--- src/rtl/gctr_pkg.sv ---
// gctr_pkg -- shared definitions for the 64-bit GCTR sequencing controller.
//
// Contents:
//   BLK_W / KEY_W  block and key widths of the PRESENT-80 datapath
//   LAT_CNT_W      width of the load-to-valid latency counter (latency 1..63)
//   ICB_DFLT       counter block used when a message starts with start_use_dflt=1
//   gctr_state_t   controller states
//   inc32()        GCTR counter increment (low 32 bits only, wraps, no carry up)
//   byte_mask()    final-block byte count -> 64-bit keep mask, MSB-first
package gctr_pkg;

   localparam int unsigned BLK_W     = 64;
   localparam int unsigned KEY_W     = 80;
   localparam int unsigned LAT_CNT_W = 6;

   localparam logic [BLK_W-1:0] ICB_DFLT = 64'hABAC8CA6000AA98A;

   typedef enum logic [2:0] {
      IDLE,
      LOAD,
      WAIT,
      XFER,
      OUT
   } gctr_state_t;

   // Only the low word counts; the upper word is the fixed IV part.
   function automatic logic [BLK_W-1:0] inc32(input logic [BLK_W-1:0] blk);
      return {blk[63:32], blk[31:0] + 32'd1};
   endfunction

   // nbytes=0 means a full block. Otherwise the top 8*nbytes bits are kept.
   function automatic logic [BLK_W-1:0] byte_mask(input logic [2:0] nbytes);
      logic [BLK_W-1:0] mask;
      mask = '1;
      if (nbytes != 3'd0) begin
         mask = ~({BLK_W{1'b1}} >> {nbytes, 3'b000});
      end
      return mask;
   endfunction

endpackage

--- src/rtl/gctr_lat_cnt.sv ---
// gctr_lat_cnt -- cipher load-to-valid latency counter.
//
// Counts from the cycle load_i is high up to LAT; done_o rises exactly LAT
// cycles after the load cycle (the cycle the cipher output is valid) and stays
// high until the next load or clear.
//
// Ports:
//   clk      clock
//   reset    synchronous, active-high reset
//   load_i   cipher load issued this cycle; restarts the count
//   clear_i  abandon the count (done_o stays low until the next load)
//   done_o   latency elapsed
module gctr_lat_cnt
   import gctr_pkg::*;
#(
   parameter int unsigned LAT = 32
) (
   input  logic clk,
   input  logic reset,
   input  logic load_i,
   input  logic clear_i,
   output logic done_o
);

   localparam logic [LAT_CNT_W-1:0] LAT_C = LAT_CNT_W'(LAT);
   localparam logic [LAT_CNT_W-1:0] ONE_C = LAT_CNT_W'(1);

   logic [LAT_CNT_W-1:0] cnt_q, cnt_d;

   // Zero means idle; the count saturates at LAT.
   always_comb begin
      cnt_d = cnt_q;
      if (clear_i) begin
         cnt_d = '0;
      end else if (load_i) begin
         cnt_d = ONE_C;
      end else if (cnt_q != '0 && cnt_q != LAT_C) begin
         cnt_d = cnt_q + ONE_C;
      end
   end

   always_ff @(posedge clk) begin
      if (reset) begin
         cnt_q <= '0;
      end else begin
         cnt_q <= cnt_d;
      end
   end

   assign done_o = (cnt_q == LAT_C);

endmodule

--- src/rtl/gctr_ctrl_64.sv ---
// gctr_ctrl_64 -- GCTR sequencing controller around one shared PRESENT-80 core.
//
// Walks each message block through LOAD (pulse the core) -> WAIT (fixed core
// latency) -> XFER (take one input block) -> OUT (hold the XORed block until
// taken), advancing the counter block with inc32 between blocks.
//
// Build option: define GCTR_PREFETCH_EN to request the next keystream on
// entry to XFER so it overlaps the current block; without it the flow is
// strictly serial.
//
// Ports:
//   clk, reset                   clock, synchronous active-high reset
//   start, start_use_dflt        begin a message (IDLE only); pick ICB_DEFAULT
//   icb_init, key                initial counter block and key, latched at start
//   in_valid/in_ready/in_data/in_last/in_bytes       input block stream
//   out_valid/out_ready/out_data/out_last/out_bytes  output block stream
//   ks_load, ks_in, ks_key, ks_out                   cipher core interface
//   busy, done                   not IDLE; one-cycle pulse on final hand-off
module gctr_ctrl_64
   import gctr_pkg::*;
#(
   parameter int unsigned      CIPHER_LAT  = 32,
   parameter logic [BLK_W-1:0] ICB_DEFAULT = ICB_DFLT
) (
   input  logic             clk,
   input  logic             reset,
   input  logic             start,
   input  logic             start_use_dflt,
   input  logic [BLK_W-1:0] icb_init,
   input  logic [KEY_W-1:0] key,
   input  logic             in_valid,
   output logic             in_ready,
   input  logic [BLK_W-1:0] in_data,
   input  logic             in_last,
   input  logic [2:0]       in_bytes,
   output logic             out_valid,
   input  logic             out_ready,
   output logic [BLK_W-1:0] out_data,
   output logic             out_last,
   output logic [2:0]       out_bytes,
   output logic             ks_load,
   output logic [BLK_W-1:0] ks_in,
   output logic [KEY_W-1:0] ks_key,
   input  logic [BLK_W-1:0] ks_out,
   output logic             busy,
   output logic             done
);

   gctr_state_t      state_q, state_d;
   gctr_state_t      out_cont;      // where OUT goes after a non-final block
   logic [BLK_W-1:0] ctr_q;
   logic [KEY_W-1:0] key_q;
   logic [BLK_W-1:0] ks_q;
   logic [BLK_W-1:0] out_data_q;
   logic             out_last_q;
   logic [2:0]       out_bytes_q;
   logic             lat_done;
   logic             wait_ok;       // keystream being waited on is valid now

   gctr_lat_cnt #(.LAT(CIPHER_LAT)) u_lat_main (
      .clk     (clk),
      .reset   (reset),
      .load_i  (state_q == LOAD),
      .clear_i (1'b0),
      .done_o  (lat_done)
   );

`ifdef GCTR_PREFETCH_EN
   logic             pf_load;
   logic             pf_done;
   logic             pf_got_q;      // prefetch result already parked in pf_ks_q
   logic             wait_pf_q;     // WAIT was entered from OUT: wait on prefetch
   logic             xfer_new_q;    // first cycle of an XFER visit
   logic [BLK_W-1:0] pf_ks_q;

   assign pf_load = (state_q == XFER) && xfer_new_q;

   // Cleared in LOAD so a prefetch left over from an earlier message can
   // never be mistaken for a fresh one.
   gctr_lat_cnt #(.LAT(CIPHER_LAT)) u_lat_pf (
      .clk     (clk),
      .reset   (reset),
      .load_i  (pf_load),
      .clear_i (state_q == LOAD),
      .done_o  (pf_done)
   );

   assign wait_ok  = wait_pf_q ? pf_done : lat_done;
   assign out_cont = pf_done ? XFER : WAIT;

   always_ff @(posedge clk) begin
      if (reset) begin
         pf_got_q   <= 1'b0;
         wait_pf_q  <= 1'b0;
         xfer_new_q <= 1'b0;
         pf_ks_q    <= '0;
      end else begin
         xfer_new_q <= (state_d == XFER) && (state_q != XFER);
         if (state_q == LOAD) begin
            wait_pf_q <= 1'b0;
         end else if (state_q == OUT && out_ready && !out_last_q) begin
            wait_pf_q <= 1'b1;
         end
         // ks_out is only valid on the first done cycle, so park it then.
         if (pf_load || state_q == LOAD) begin
            pf_got_q <= 1'b0;
         end else if (pf_done && !pf_got_q) begin
            pf_got_q <= 1'b1;
            pf_ks_q  <= ks_out;
         end
      end
   end
`else
   assign wait_ok  = lat_done;
   assign out_cont = LOAD;
`endif

   // State register
   always_ff @(posedge clk) begin
      if (reset) begin
         state_q <= IDLE;
      end else begin
         state_q <= state_d;
      end
   end

   // Next-state logic
   always_comb begin
      state_d = state_q;
      unique case (state_q)
         IDLE: if (start) state_d = LOAD;
         LOAD: state_d = WAIT;
         WAIT: if (wait_ok) state_d = XFER;
         XFER: if (in_valid) state_d = OUT;
         OUT: begin
            if (out_ready) begin
               state_d = out_last_q ? IDLE : out_cont;
            end
         end
         default: state_d = IDLE;
      endcase
   end

   // Output decode
   always_comb begin
      in_ready  = 1'b0;
      out_valid = 1'b0;
      ks_load   = 1'b0;
      ks_in     = '0;
      busy      = 1'b1;
      done      = 1'b0;
      case (state_q)
         IDLE: busy = 1'b0;
         LOAD: begin
            ks_load = 1'b1;
            ks_in   = ctr_q;
         end
         XFER: begin
            in_ready = 1'b1;
`ifdef GCTR_PREFETCH_EN
            if (pf_load) begin
               ks_load = 1'b1;
               ks_in   = inc32(ctr_q);
            end
`endif
         end
         OUT: begin
            out_valid = 1'b1;
            done      = out_ready && out_last_q;
         end
         default: ;
      endcase
   end

   // Counter, key, keystream and output block registers
   always_ff @(posedge clk) begin
      if (reset) begin
         ctr_q       <= '0;
         key_q       <= '0;
         ks_q        <= '0;
         out_data_q  <= '0;
         out_last_q  <= 1'b0;
         out_bytes_q <= '0;
      end else begin
         if (state_q == IDLE && start) begin
            ctr_q <= start_use_dflt ? ICB_DEFAULT : icb_init;
            key_q <= key;
         end
         if (state_q == WAIT && wait_ok) begin
            ks_q <= ks_out;
         end
`ifdef GCTR_PREFETCH_EN
         if (state_q == OUT && out_ready && !out_last_q && pf_done) begin
            ks_q <= pf_got_q ? pf_ks_q : ks_out;
         end
`endif
         if (state_q == XFER && in_valid) begin
            out_data_q  <= (in_data ^ ks_q) & (in_last ? byte_mask(in_bytes) : '1);
            out_last_q  <= in_last;
            out_bytes_q <= in_bytes;
         end
         if (state_q == OUT && out_ready && !out_last_q) begin
            ctr_q <= inc32(ctr_q);
         end
      end
   end

   assign out_data  = out_data_q;
   assign out_last  = out_last_q;
   assign out_bytes = out_bytes_q;
   assign ks_key    = key_q;

endmodule

--- config.mk ---
export PLATFORM = sky130hd
export DESIGN_NAME = gctr_ctrl_64
export DESIGN_NICKNAME = d
export VERILOG_FILES = /design/src/rtl/gctr_pkg.sv /design/src/rtl/gctr_lat_cnt.sv /design/src/rtl/gctr_ctrl_64.sv
export SDC_FILE = /design/constraint.sdc
export NUM_CORES = 1
export LEC_CHECK = 0
export ABC_AREA = 1
export CORE_AREA = 8 8 186 188
export CTS_BUF_LIST = sky130_fd_sc_hd__clkbuf_8
export DETAILED_ROUTE_END_ITERATION = 7
export DIE_AREA = 0 0 194 196
export PLACE_DENSITY = 0.74
export SYNTH_ARGS = -nofsm -noshare
export SYNTH_HDL_FRONTEND = slang
export SYNTH_SLANG_ARGS = --single-unit
--- constraint.sdc ---
create_clock -name clk -period 2.1 [get_ports clk]
set_input_delay 0.315 -clock clk [delete_from_list [all_inputs] [get_ports clk]]
set_output_delay 0.315 -clock clk [all_outputs]
set_load 0.02 [all_outputs]
==> summary.md <==
| Metric | Value |
|---|---|
| Top cells by area, synth | dfxtp_1 (46%), nand2_1 (11%), nor2_1 (10%) |
| Mux contribution to synthesized area | 0 |
| Global routing usage summed across all routing layers | 0.2403 |
| Number of slew-limit violations in the final report | 0 |
| Time the final worst path needs with I/O delays and setup | between 2 and 2.5 ns |
| Slew headroom | 0.4869 |
| Kind of critical path | reg -> out |
| Post-DP HPWL | 36,310 um |
| Cell type with the highest aggregate area in the netlist | dfxtp_1 |
| Power per cell area | roughly 970 mW/mm^2 |
| Area fraction of the dominant cell type after synthesis | 0.4597 |
| Via-to-Cell Ratio | between 4 and 5 |
| Switching share of total power | 0.3556 |
| Number of enable-type register cells in the synthesized netlist | 0 |
| Unrepaired setup endpoints after global routing | true |
| Insertion delay of the later-clocked pin in the worst-skew pair | approximately 0.57 ns |
| Highest Clock Rate | roughly 490 MHz |
| Placement row count | 66 |
| Height of the die | between 150 and 200 um |
| Final weighted congestion in routability-driven placement | roughly 0.9 |
| Leakage power | about 7.4 nW |
| Core region area | 0.03188 mm^2 |
| Pin count of the biggest net entering global routing | 152 |
| Number of port buffers | 498 |
| Number of different library cells in the post-synthesis netlist | 39 |
| Number of iterations in the first detailed-routing pass | 6 |
| CP arrival | 1.73 ns |
| Number of design rule violations left after detail routing | 0 |
| Number of buffers on the longest clock path | 3 |
| Post-synthesis share of cell area spent on full adders, half adders and majority gates | 0.005040 |
| Parity-gate share of the synthesized area counting xor and xnor cells | 0.03387 |
| Cell count after synthesis | 1,747 |
| Reg clk slew, reported paths | 0.06 ns |
| Clk sink count | 285 |
| Share of the yosys chip area belonging to registers | 0.4597 |
| Cell-internal power | between 0.01 and 0.015 W |
| Syn Std Cell Area | about 0.012 mm^2 |
| Number of instances on the worst hold path | 3 |
| Worst Clk Skew | 0.03308 ns |
| Routed length per instance | around 18 um |
| CTS tree | done |
| Fill cells | roughly 3,000 |
| Post-Place Worst Slack | a little under 0.06 ns |
| Critical Path Fanout Max | 54 |
| Global-route wire length before repair | 73,550 um |
| Synth Area in Compound Gates | 0.1597 |
| Leading post-synthesis cells by instance count | nand2_1 (360), nor2_1 (344), dfxtp_1 (285), a21oi_1 (186), o21ai_0 (134) |
| Number of violations reported at the end of detailed-routing iteration 0 | roughly 970 |
| Result of the run | finished, final reports clean |
| Max-Cap Viols | 0 |
| Detailed-route via count | about 13,000 |
| Antenna violations before repair | 9 |
| Buffer cell driving the clock tree root | clkbuf_8 |
| Reg power frac | 0.370 |
| Worst min-delay path category | in -> reg |
| Post-Synth Simple-Gate Area | 0.2613 |
| NumNets Final | around 2,500 |
| DIE WIDTH | around 190 um |
| Relative contribution of the clock network to total power | 0.292 |
| Leading cell type by number of instances after synthesis | nand2_1 |
| Number of buffers created by CTS | 50 |
| Mapped Avg Cell Area | approximately 7 um^2 |
| Total non-filler cell area in the finished layout | 0.01877 mm^2 |
| Slew at the pin with the worst max-slew slack | 0.7697 ns |
| Aggregate routed wire length | 48,530 um |
| Die area | 0.03802 mm^2 |
| Placed Cells incl. Taps | ~2,600 |
| Util after Layout | 0.5887 |
| Area growth, synth to finish | 51.19% |
| Placement-stage cell area | 0.01792 mm^2 |
| P_sw | around 0.0064 W |
| Combinational family with the most area after synthesis | simple AND/OR/NAND/NOR gates |
| Worst-case vdd ir drop | ~0.76 mV |
| # H-tree levels | 2 |
| Number of storage elements in the synthesis netlist | roughly 290 |
| GR Overflow Total | 0 |
| Fraction of layout instances using a drive strength above 1 | 0.1009 |
| Number of cells on the worst reg-to-reg path | 10 |
| Synth warn | 0 |
| # IOs | between 400 and 500 |
| Number of nets with antenna violations after detailed routing | 0 |
| Ys flop type | dfxtp_1 |
| Final cell count without fillers | ~2,700 |
| Share of flip-flops with an asynchronous set or reset | 0 |
| Setup crit end kind | output pin |
| Final number of hold-violating endpoints | 0 |
| Worst-case setup margin in the final layout | just under 0.06 ns |
| Critical path required time | roughly 1.8 ns |
| Hold-fix buffer count after cts | 0 |
| Period utilisation layout | 0.9716 |
| Starting density of the core | 0.3894 |
| Startpoint type of the worst setup path | register |
| Vias in the first global route | 13,070 |
| Number of setup violations in the final report | 0 |
| Syn_nets | 2,034 |
| Combinational share of power | 0.338 |
-- state kept, by name (all words and copies together) (netlist names) --
name / count
ks_key: 80
out_bytes: 3
u_lat_main.cnt_q: 6
out_last: 1
out_data: 64
ctr_q: 64
state_q: 3
ks_q: 64
-- path summary, 6_finish.rpt --
check | startpoint | to | slack (ns)
setup / recovery | state_q[2] | ks_in[18] | 0.06
setup reg to reg | ctr_q[1] | ctr_q[30] | 0.24
hold / removal | key[37] | ks_key[37] | 0.30
hold reg to reg | ctr_q[33] | ctr_q[33] | 0.46
-- worst max-delay path, cell delays in order (launching register included) --
cell and delay (ns):
dfxtp_1 0.32, nor3_2 0.21, inv_2 0.08, buf_12 0.17, nor2_1 0.16, buf_4 0.18
-- through the flow --
step           hold WS [ns]  power, W  TNS, ns
3_3_place_gp         0.4476   0.01289        0
2_1_floorplan        0.4361   0.01006        0
6_report             0.2998   0.01811        0
3_5_place_dp         0.4526   0.01300        0
4_1_cts              0.2564   0.01817        0
5_1_grt              0.2766   0.01909  -0.3526
-- layer usage --
layer	global-route usage	wire length, um	vias to the layer above	share of wire
met4	0.09760	1739	10	0.036
met3	0.07916	4464	115	0.092
met1	0.2785	19140	6049	0.39
met5	0	66	-	0.0014
met2	0.4055	23120	558	0.48
li1	-	-	6587	-
-- what timing repair did --
| item | 4_1_cts | 5_1_grt |
|---|---|---|
| resized for setup | 262 | 61 |
| endpoints found under the setup margin | 69 | 51 |
| pin swaps | 0 | 1 |
| hold endpoints to repair | 0 | 0 |
| setup buffers | 0 | 0 |
-- cell families (layout without fill, tap and decap cells) --
kind of cell / count (synthesis) / in the layout
AO/OA/AOI/OAI: 370 / 370
other: 0 / 4
flip-flops: 285 / 285
XOR/XNOR: 48 / 48
AND/OR/NAND/NOR: 809 / 809
buffers and inverters: 230 / 763
adder cells (fa/ha/maj): 5 / 5
-- cell type report --
class                   instances  area, um^2  area share
inverters                     130       494.2     0.02634
clock inverters                21       123.9    0.006601
flip-flops and latches        285        5705      0.3040
clock buffers                  67       922.1     0.04914
repair buffers                545        5266      0.2806
multi-input cells            1232        5733      0.3055
well taps                     408       510.5     0.02720
diodes                          4       10.01   0.0005334
-- cell usage in the layout (no fill, tap or decap), types with 13 or more instances in the layout --
cell | Yosys | routed
clkdlybuf4s50_1 | 0 | 428
nand2_1 | 360 | 358
nor2_1 | 344 | 338
dfxtp_1 | 285 | 285
a21oi_1 | 186 | 186
o21ai_0 | 134 | 134
inv_1 | 122 | 132
buf_4 | 11 | 75
nand3_1 | 71 | 71
clkbuf_8 | 0 | 67
xor2_1 | 39 | 39
buf_2 | 47 | 24
a211oi_1 | 19 | 19
buf_12 | 0 | 13
-- power groups by stage --
stage / combinational [W] / sequential, W / clock [W]
2_1_floorplan: 0.00287 / 0.00719 / 0
3_3_place_gp: 0.00612 / 0.00677 / 0
3_5_place_dp: 0.00621 / 0.00680 / 0
4_1_cts: 0.00607 / 0.00669 / 0.00541
5_1_grt: 0.00663 / 0.00679 / 0.00567
6_report: 0.00613 / 0.00670 / 0.00529
Power figures use the tool's default switching activity.
